$ cat config.mk
export PLATFORM = sky130hd
export DESIGN_NAME = palette_lut
export DESIGN_NICKNAME = d
export VERILOG_FILES = /design/src/rtl/palette_lut.sv
export SDC_FILE = /design/constraint.sdc
export NUM_CORES = 1
export LEC_CHECK = 0
export BUFFER_PORTS_ARGS = -buffer_cell sky130_fd_sc_hd__buf_2
export CAP_MARGIN = 10
export CELL_PAD_IN_SITES_DETAIL_PLACEMENT = 1
export CELL_PAD_IN_SITES_GLOBAL_PLACEMENT = 2
export CORE_MARGIN = 3
export CORE_UTILIZATION = 33
export DETAILED_ROUTE_END_ITERATION = 8
export PLACE_DENSITY = 0.58
export SLEW_MARGIN = 15
export SYNTH_ARGS = -nofsm -noshare
export SYNTH_HDL_FRONTEND = slang
export SYNTH_SLANG_ARGS = --single-unit
export TNS_END_PERCENT = 1
$ cat constraint.sdc
create_clock -name clk -period 12.3 [get_ports clk]
set_input_delay 0.615 -clock clk [delete_from_list [all_inputs] [get_ports clk]]
set_output_delay 0.615 -clock clk [all_outputs]
set_load 0.005 [all_outputs]
$ cat src/rtl/palette_lut.sv
// palette_lut: programmable colour-index to RGB lookup with default-reload sequencer,
// blanking override and transparency flag.
//
// Ports:
//   clk, rst_n        clock, asynchronous active-low reset
//   pix_valid_i       pixel index valid
//   pix_index_i       colour index from the compositor
//   blank_i           blanking interval, forces black
//   wr_en_i           palette write strobe
//   wr_addr_i         palette write address
//   wr_data_i         palette write data (R in [23:16])
//   reload_i          pulse: restore the default palette
//   fade_level_i      (PALETTE_FADE_EN only) brightness level, 8 = full
//   fade_load_i       (PALETTE_FADE_EN only) latch fade_level_i
//   busy_o            reload in progress
//   wr_drop_o         one-cycle pulse: a write was discarded
//   pix_valid_o       output valid (latency 2, or 3 with PALETTE_FADE_EN)
//   rgb_o             RGB colour
//   transp_o          output pixel is the transparent index
//
// Optional feature macro: PALETTE_FADE_EN adds a brightness-scaling third stage.
module palette_lut #(
    parameter int          INDEX_W    = 6,
    parameter int unsigned DEPTH      = 64,
    parameter int          COLOR_W    = 24,
    parameter int unsigned TRANSP_IDX = 0
) (
    input  logic               clk,
    input  logic               rst_n,
    input  logic               pix_valid_i,
    input  logic [INDEX_W-1:0] pix_index_i,
    input  logic               blank_i,
    input  logic               wr_en_i,
    input  logic [INDEX_W-1:0] wr_addr_i,
    input  logic [COLOR_W-1:0] wr_data_i,
    input  logic               reload_i,
`ifdef PALETTE_FADE_EN
    input  logic [3:0]         fade_level_i,
    input  logic               fade_load_i,
`endif
    output logic               busy_o,
    output logic               wr_drop_o,
    output logic               pix_valid_o,
    output logic [COLOR_W-1:0] rgb_o,
    output logic               transp_o
);
    typedef enum logic {S_IDLE, S_RELOAD} state_t;

    localparam logic [23:0] DEF [20] = '{
        24'h000000, 24'h000000, 24'hFFFFFF, 24'hFF0000, 24'hFFC9A1,
        24'h0000FF, 24'hFFFD00, 24'hFF0098, 24'h363636, 24'hD91818,
        24'hD96518, 24'h220404, 24'h9F1212, 24'h4B0909, 24'h2ACBC1,
        24'hFDA24A, 24'hFD6E44, 24'hFFFD74, 24'hFDD761, 24'hFFFED2
    };

    state_t             r_state;
    logic [INDEX_W-1:0] r_cnt;
    logic [COLOR_W-1:0] r_pal [DEPTH];
    logic               r_s1_valid;
    logic [INDEX_W-1:0] r_s1_idx;
    logic               r_s1_blank;
    logic               r_valid;
    logic [COLOR_W-1:0] r_rgb;
    logic               r_transp;
    logic               r_drop;

    logic               w_busy;
    logic               w_wr_ok;
    logic               w_kill;
    logic [COLOR_W-1:0] w_def;
    logic [COLOR_W-1:0] w_rgb;
    logic               w_transp;

    always_comb begin
        w_busy   = (r_state == S_RELOAD);
        w_wr_ok  = 32'(wr_addr_i) < DEPTH;
        w_def    = (32'(r_cnt) < 32'd20) ? COLOR_W'(DEF[r_cnt[4:0]]) : '0;
        w_kill   = r_s1_blank | w_busy;
        // array read happens before this edge's write lands, so a write on edge 2 is not seen
        w_rgb    = (w_kill || 32'(r_s1_idx) >= DEPTH) ? '0 : r_pal[r_s1_idx];
        w_transp = !w_kill && (32'(r_s1_idx) == TRANSP_IDX);
    end

    // reload sequencer: one default entry per cycle, DEPTH cycles total
    always_ff @(posedge clk or negedge rst_n) begin
        if (!rst_n) begin
            r_state <= S_RELOAD;
            r_cnt   <= '0;
        end else if (r_state == S_RELOAD) begin
            r_cnt <= r_cnt + 1'b1;
            if (r_cnt == INDEX_W'(DEPTH - 1)) r_state <= S_IDLE;
        end else if (reload_i) begin
            r_state <= S_RELOAD;
            r_cnt   <= '0;
        end
    end

    // palette storage is deliberately not reset
    always_ff @(posedge clk) begin
        if (w_busy) r_pal[r_cnt] <= w_def;
        else if (wr_en_i && w_wr_ok) r_pal[wr_addr_i] <= wr_data_i;
    end

    always_ff @(posedge clk or negedge rst_n) begin
        if (!rst_n) begin
            r_s1_valid <= 1'b0;
            r_s1_idx   <= '0;
            r_s1_blank <= 1'b0;
            r_drop     <= 1'b0;
        end else begin
            r_s1_valid <= pix_valid_i;
            r_s1_idx   <= pix_index_i;
            r_s1_blank <= blank_i;
            r_drop     <= wr_en_i & (w_busy | ~w_wr_ok);
        end
    end

`ifdef PALETTE_FADE_EN
    logic [3:0]         r_level;
    logic               r_s2_valid;
    logic [COLOR_W-1:0] r_s2_rgb;
    logic               r_s2_transp;
    logic [3:0]         w_lvl;
    logic [COLOR_W-1:0] w_scaled;

    always_comb begin
        w_lvl    = (r_level > 4'd8) ? 4'd8 : r_level;
        w_scaled = '0;
        for (int c = 0; c < 3; c++)
            w_scaled[c*8 +: 8] = 8'((12'(r_s2_rgb[c*8 +: 8]) * 12'(w_lvl)) >> 3);
    end

    always_ff @(posedge clk or negedge rst_n) begin
        if (!rst_n) begin
            r_level     <= 4'd8;
            r_s2_valid  <= 1'b0;
            r_s2_rgb    <= '0;
            r_s2_transp <= 1'b0;
            r_valid     <= 1'b0;
            r_rgb       <= '0;
            r_transp    <= 1'b0;
        end else begin
            if (fade_load_i) r_level <= fade_level_i;
            r_s2_valid <= r_s1_valid;
            if (r_s1_valid) begin
                r_s2_rgb    <= w_rgb;
                r_s2_transp <= w_transp;
            end
            r_valid <= r_s2_valid;
            if (r_s2_valid) begin
                r_rgb    <= w_scaled;
                r_transp <= r_s2_transp;
            end
        end
    end
`else
    always_ff @(posedge clk or negedge rst_n) begin
        if (!rst_n) begin
            r_valid  <= 1'b0;
            r_rgb    <= '0;
            r_transp <= 1'b0;
        end else begin
            r_valid <= r_s1_valid;
            if (r_s1_valid) begin
                r_rgb    <= w_rgb;
                r_transp <= w_transp;
            end
        end
    end
`endif

    assign busy_o      = w_busy;
    assign wr_drop_o   = r_drop;
    assign pix_valid_o = r_valid;
    assign rgb_o       = r_rgb;
    assign transp_o    = r_transp;
endmodule

Yosys cells after proc, flatten, opt, wreduce, memory -nomap -nowiden --
Memories as Yosys holds them, arrays and structs flattened. Cells that the tools add are included. Widths: inputs -> output; s select.
Word-level totals: register bits after elaboration 42, bits in latches 0, memory bits (writable) 1536, memory bits (read-only) 768, input bits 42, logic and storage cells 40, memories 2
Cells by class: add/subtract/negate cells 1, multipliers 0, div/mod/pow operators 0, magnitude comparators 2, equality and inequality tests 1, shifts and indexed selects 0, muxes and demuxes 17, bitwise gates (word level) 3, reduce and logical (&&, ||, !) cells 5
Memories:
- r_pal | depth 64, width 24, rd ports 1, clocked after Yosys merged registers in 0, write ports 1, RTL line 58 | logic [COLOR_W-1:0] r_pal [DEPTH];
- (name not given) | depth 32, width 24, rd ports 1, clocked after Yosys merged registers in 0, write ports 0, RTL line 77 | w_def = (32'(r_cnt) < 32'd20) ? COLOR_W'(DEF[r_cnt[4:0]]) : '0;
Operators with widths (count):
- $mux 24 | 5
- $reduce_or 24->1 | 1
- $mux 6 | 3
- $mux 1 | 9
- $add 6x1->6 const B | 1
- $eq 6x6->1 const B | 1
- $ge 6x6->1 const B | 1
- $logic_not 6->1 | 1
- $lt 6x5->1 const B | 1
- $not 5->6 | 1
- $reduce_bool 2->1 | 1
- $and 1x1->1 | 1
- $logic_and 1x1->1 | 1
- $logic_not 1->1 | 1
- $or 1x1->1 | 1

Depth between registers and ports, before layout --
depth in word-level cells 6, depth in mapped cells 10

Worst setup path after synthesis --
No wires, ideal clock.
path type register to register, start point register r_cnt[0], end point memory r_pal[0][3] (data pin), setup time 0.905 ns, arrival 5.148 ns, required time 11.395 ns, path slack 6.247 ns, stages on the path, launching flop included 8, buffers on the path 1, cells stage by stage dfrtp_1 -> clkbuf_1 -> inv_1 -> ha_1 -> nand2_1 -> a21oi_1 -> a21oi_1 -> o41ai_1
Between the ends: cells in the longest elaborated chain, start to end 6, elaborated cells on any way between the ends 7, classes of those cells 1 x order compare; 4 x mux; 1 x bitwise; 1 x memory
Ends and longest elaborated chain:
- from (decl) | RTL line 57 | logic [INDEX_W-1:0] r_cnt;
- from (signal assigned) | RTL line 90 | r_cnt <= r_cnt + 1'b1;
- $not 5->6 (implied by the code) | RTL line 77
- $mem_v2 32x24
- $mux 24 (implied by the code) (2 in series) | RTL line 77
- $mux 24 (*) | RTL line 77
- $mux 24 (no source line) (*)
- to (decl) | RTL line 58
Mark *: on every way between the ends. The rest lies on a longest branch, timed or not. The select of a mux whose other input is x is not followed.

Worst setup path in the final report --
start point register r_s1_idx[0], end point register r_rgb[23] (netlist: rgb_o[23])
Between the ends: cells in the longest elaborated chain, start to end 2
Ends and longest elaborated chain:
- from (decl) | RTL line 60 | logic [INDEX_W-1:0] r_s1_idx;
- from (signal assigned) | RTL line 112 | r_s1_idx <= pix_index_i;
- $mem_v2 64x24
- $mux 24 | RTL line 80 | w_rgb = (w_kill || 32'(r_s1_idx) >= DEPTH) ? '0 : r_pal[r_s1_idx];
- to (signal assigned) | RTL line 165 | r_rgb <= w_rgb;
- to (decl) | RTL line 63 | logic [COLOR_W-1:0] r_rgb;
No other way between the ends. A chain may end at the register's enable or synchronous reset.

==> summary.txt <==
commonest non-fill, non-tap cell in the layout: edfxtp_1
Port-buffer cells: 69
Site Rows: 157
Post-Syn Nets: 2905
Crit path depth: 7
maximum clock frequency: 0.220 GHz
Final WS setup: 7.76 ns
critical path class: reg2reg
vias in the first global route: 31.9k
hold-critical path depth: 2
largest net degree at the start of global routing: 128
cells after synthesis: 2851
fin cells: 5629
Hold Path Sink: r_cnt[4]
Int Pwr: 11000 µW
Clock Path Buffers: 3
Buf/Inv on CP: 2
initial antenna violation count: 17
Die ar.: 191000 µm²
Area growth syn-to-layout: 14.9%
total grt overflow: 0
max cap viols: 0
CP endpoint kind: flop
Switch Pwr: 4740 µW
worst-path fanout max: 49
CP startpoint kind: flop
clock share of power: 29.7%
Clock Tree Root: clkbuf_16
Max VDD drop: 0.000293 V
R2R Path Start: r_s1_idx[0]
Vias/cell: 5.29
Tightest Hold Check Type: in2reg
CORE AREA: 184000 µm²
peak per-stage delay on the critical path: 0.97 ns
Arr. time, crit path: 5.22 ns
Async SR Flop Fraction: 2.66%
Synth area leader: edfxtp_1
DRC: 0
Setup-failing EPs final: 0
Worst R2R Setup Slack: 7.76 ns
clock sinks: 1578
Post-synth EDFFs: 1536
worst-margin pin slew: 1.21 ns
distinct cell type count after synthesis: 58
layout net count: 3085
top cell type's share of synthesized area: 75.2%
Die Wd: 437 µm
r2r endpoint: rgb_o[23]
first-pass GRT wire length: 247 mm
layout cell share with drive strength beyond 1: 27.9%
Net Sw Frac: 30.1%
post-synthesis sequential area ratio: 76.9%
Primary FF master, synth: edfxtp_1
ANT nets after route: 0
clock insertion delay at the later pin of the skew report: 0.80 ns
GRT Resource Usage Total: 18.2%
# H-tree levels: 4
critical path's top delay family: compound AO/OA/AOI/OAI gates
Resized cells post-CTS: 0
Final Hold Fails: 0
R2R cell count: 7
worst endpoint required time: 12.98 ns
Gate power share: 20.2%
RSZ-0062 raised after global routing: false
Syn Area/Cell: 21.5 µm²
pre-CTS setup slack: 7.65 ns
WL final: 175 mm
Die Height: 437 µm
Max-Slew Margin vs Limit: 19.5%
Reg power frac: 50.1%
DRT Pass-1 Iters: 8
CTS tree: done
fin crit share: 36.9%
Slew Viols, Final: 0
Leak: 0.0223 µW
total chip power: 15700 µW
Pwr per Cell Area: 223 nW/µm²
HPWL after detailed placement: 99.1 mm
Vias: 29.8k
status: finished, final reports clean
routability cong.: 0.799
initial core utilization: 33.4%
most frequent cells in the layout: edfxtp_1, mux4_2, clkbuf_16, mux2i_1, buf_4
TNS Setup: 0 ns
CTS clk-pin slew, worst paths: 0.06 ns
initial drt markers: 3026
Ys Warns: 0
CP most frequent cell: buf_4
Placed Instances: 5323
Inserted Clock Buffers: 161
slowest stage cell, crit path: a221oi_1
Fin Clk Skew: 0.0254 ns
Yosys reg bits: 1578
io pins: 70
DR WL/cell: 31.1 µm
Cell Chain, Critical Path: buf_4, buf_4, or3_1, o221ai_1, a221oi_1, a211o_1, nand3_1
Synth area leaders: edfxtp_1, mux4_2, mux2i_1
Tmin final: 4.54 ns
HP Start: reload_i
Mapped Area: 61300 µm²
[final cells by class]
| class | instances | area [µm²] |
|---|---|---|
| Fill cell | 17585 | 113000 |
| Sequential cell | 1578 | 47200 |
| Multi-Input combinational cell | 1091 | 13900 |
| Clock buffer | 221 | 4440 |
| Tap cell | 2464 | 3080 |
| Timing Repair Buffer | 185 | 1280 |
| Clock inverter | 65 | 534 |
| Inverter | 14 | 52.6 |
| Antenna cell | 11 | 27.5 |
[worst max path at each step]
stage / end / slack [ns] / from
6_report: rgb_o[23] / 7.76 / r_s1_idx[0]
5_1_grt: rgb_o[23] / 7.41 / r_s1_idx[0]
4_1_cts: rgb_o[23] / 7.63 / r_s1_idx[0]
3_5_place_dp: rgb_o[23] / 7.65 / r_s1_idx[0]
3_3_place_gp: rgb_o[23] / 7.69 / r_s1_idx[0]
2_1_floorplan: r_pal[0][3] / 6.25 / r_cnt[0]
[power by group through the flow]
stage	clock network (µW)	registers, µW	logic, µW
after detailed placement	0	8000	3280
after CTS	4780	7890	3280
after global placement	0	7960	3110
final	4670	7890	3180
after floorplan	0	8100	1480
after global routing	5000	7920	3430
[state kept, by name (all words and copies together), names as in the netlist]
register,flops
r_s1_idx,6
wr_drop_o,1
r_pal,1536
r_s1_blank,1
pix_valid_o,1
r_cnt,6
busy_o,1
transp_o,1
rgb_o,24
r_s1_valid,1
[cells in the mapped netlist (all sizes together), types with 2 or more instances]
cell     count
buf         93
nand3       40
a21oi       43
a221o        2
a2111oi      2
a22o         3
o211ai      24
a211o       22
and2         2
ha          12
a31oi        4
o21ai       38
nor4b        2
o31ai        7
mux4       361
nand2b      54
edfxtp    1536
nor2b        6
nand2       48
nand3b       6
o221ai      24
or3          3
inv         13
nor4bb       2
nor3        10
clkbuf      75
o22ai       43
a221oi      22
a21o         3
dfrtp       41
or3b         4
a211oi      31
or2          5
nor2        80
mux2        28
mux2i      146
[kinds of logic after synthesis]
logic type	after synthesis	synth area share, %
compound gates	279	3.17
xor+xnor	1	0.0143
fa+ha+maj	12	0.245
buf+inv	182	1.38
flops	1578	76.9
mux	535	16.2
simple gates	264	2.13
[metrics by stage]
step | hold WS [ns] | instance area, µm² | util, %
finish | 0.0978 | 70500 | 38.3
global route | 0.0450 | 70500 | 38.3
CTS | 0.0216 | 70400 | 38.3
detailed placement | 0.490 | 65400 | 35.6
global placement | 0.487 | 65400 | 35.6
floorplan | 0.319 | 61300 | -
[metal layers]
metal	global-route usage [%]	part of all wire, %	vias up	wire [µm]
met3	2.66	4.2	200	7390
met2	31.3	51	747	89100
met4	5.56	2.7	0	4800
li1	-	-	12382	-
met1	24.0	42	16442	73600
met5	0	0	-	0
[repair_timing]
action | in CTS | in global routing
endpoints found under the hold margin | 20 | 0
buffers inserted | 0 | 0
hold buffers | 9 | 0
(Power assumes the default switching activity.)
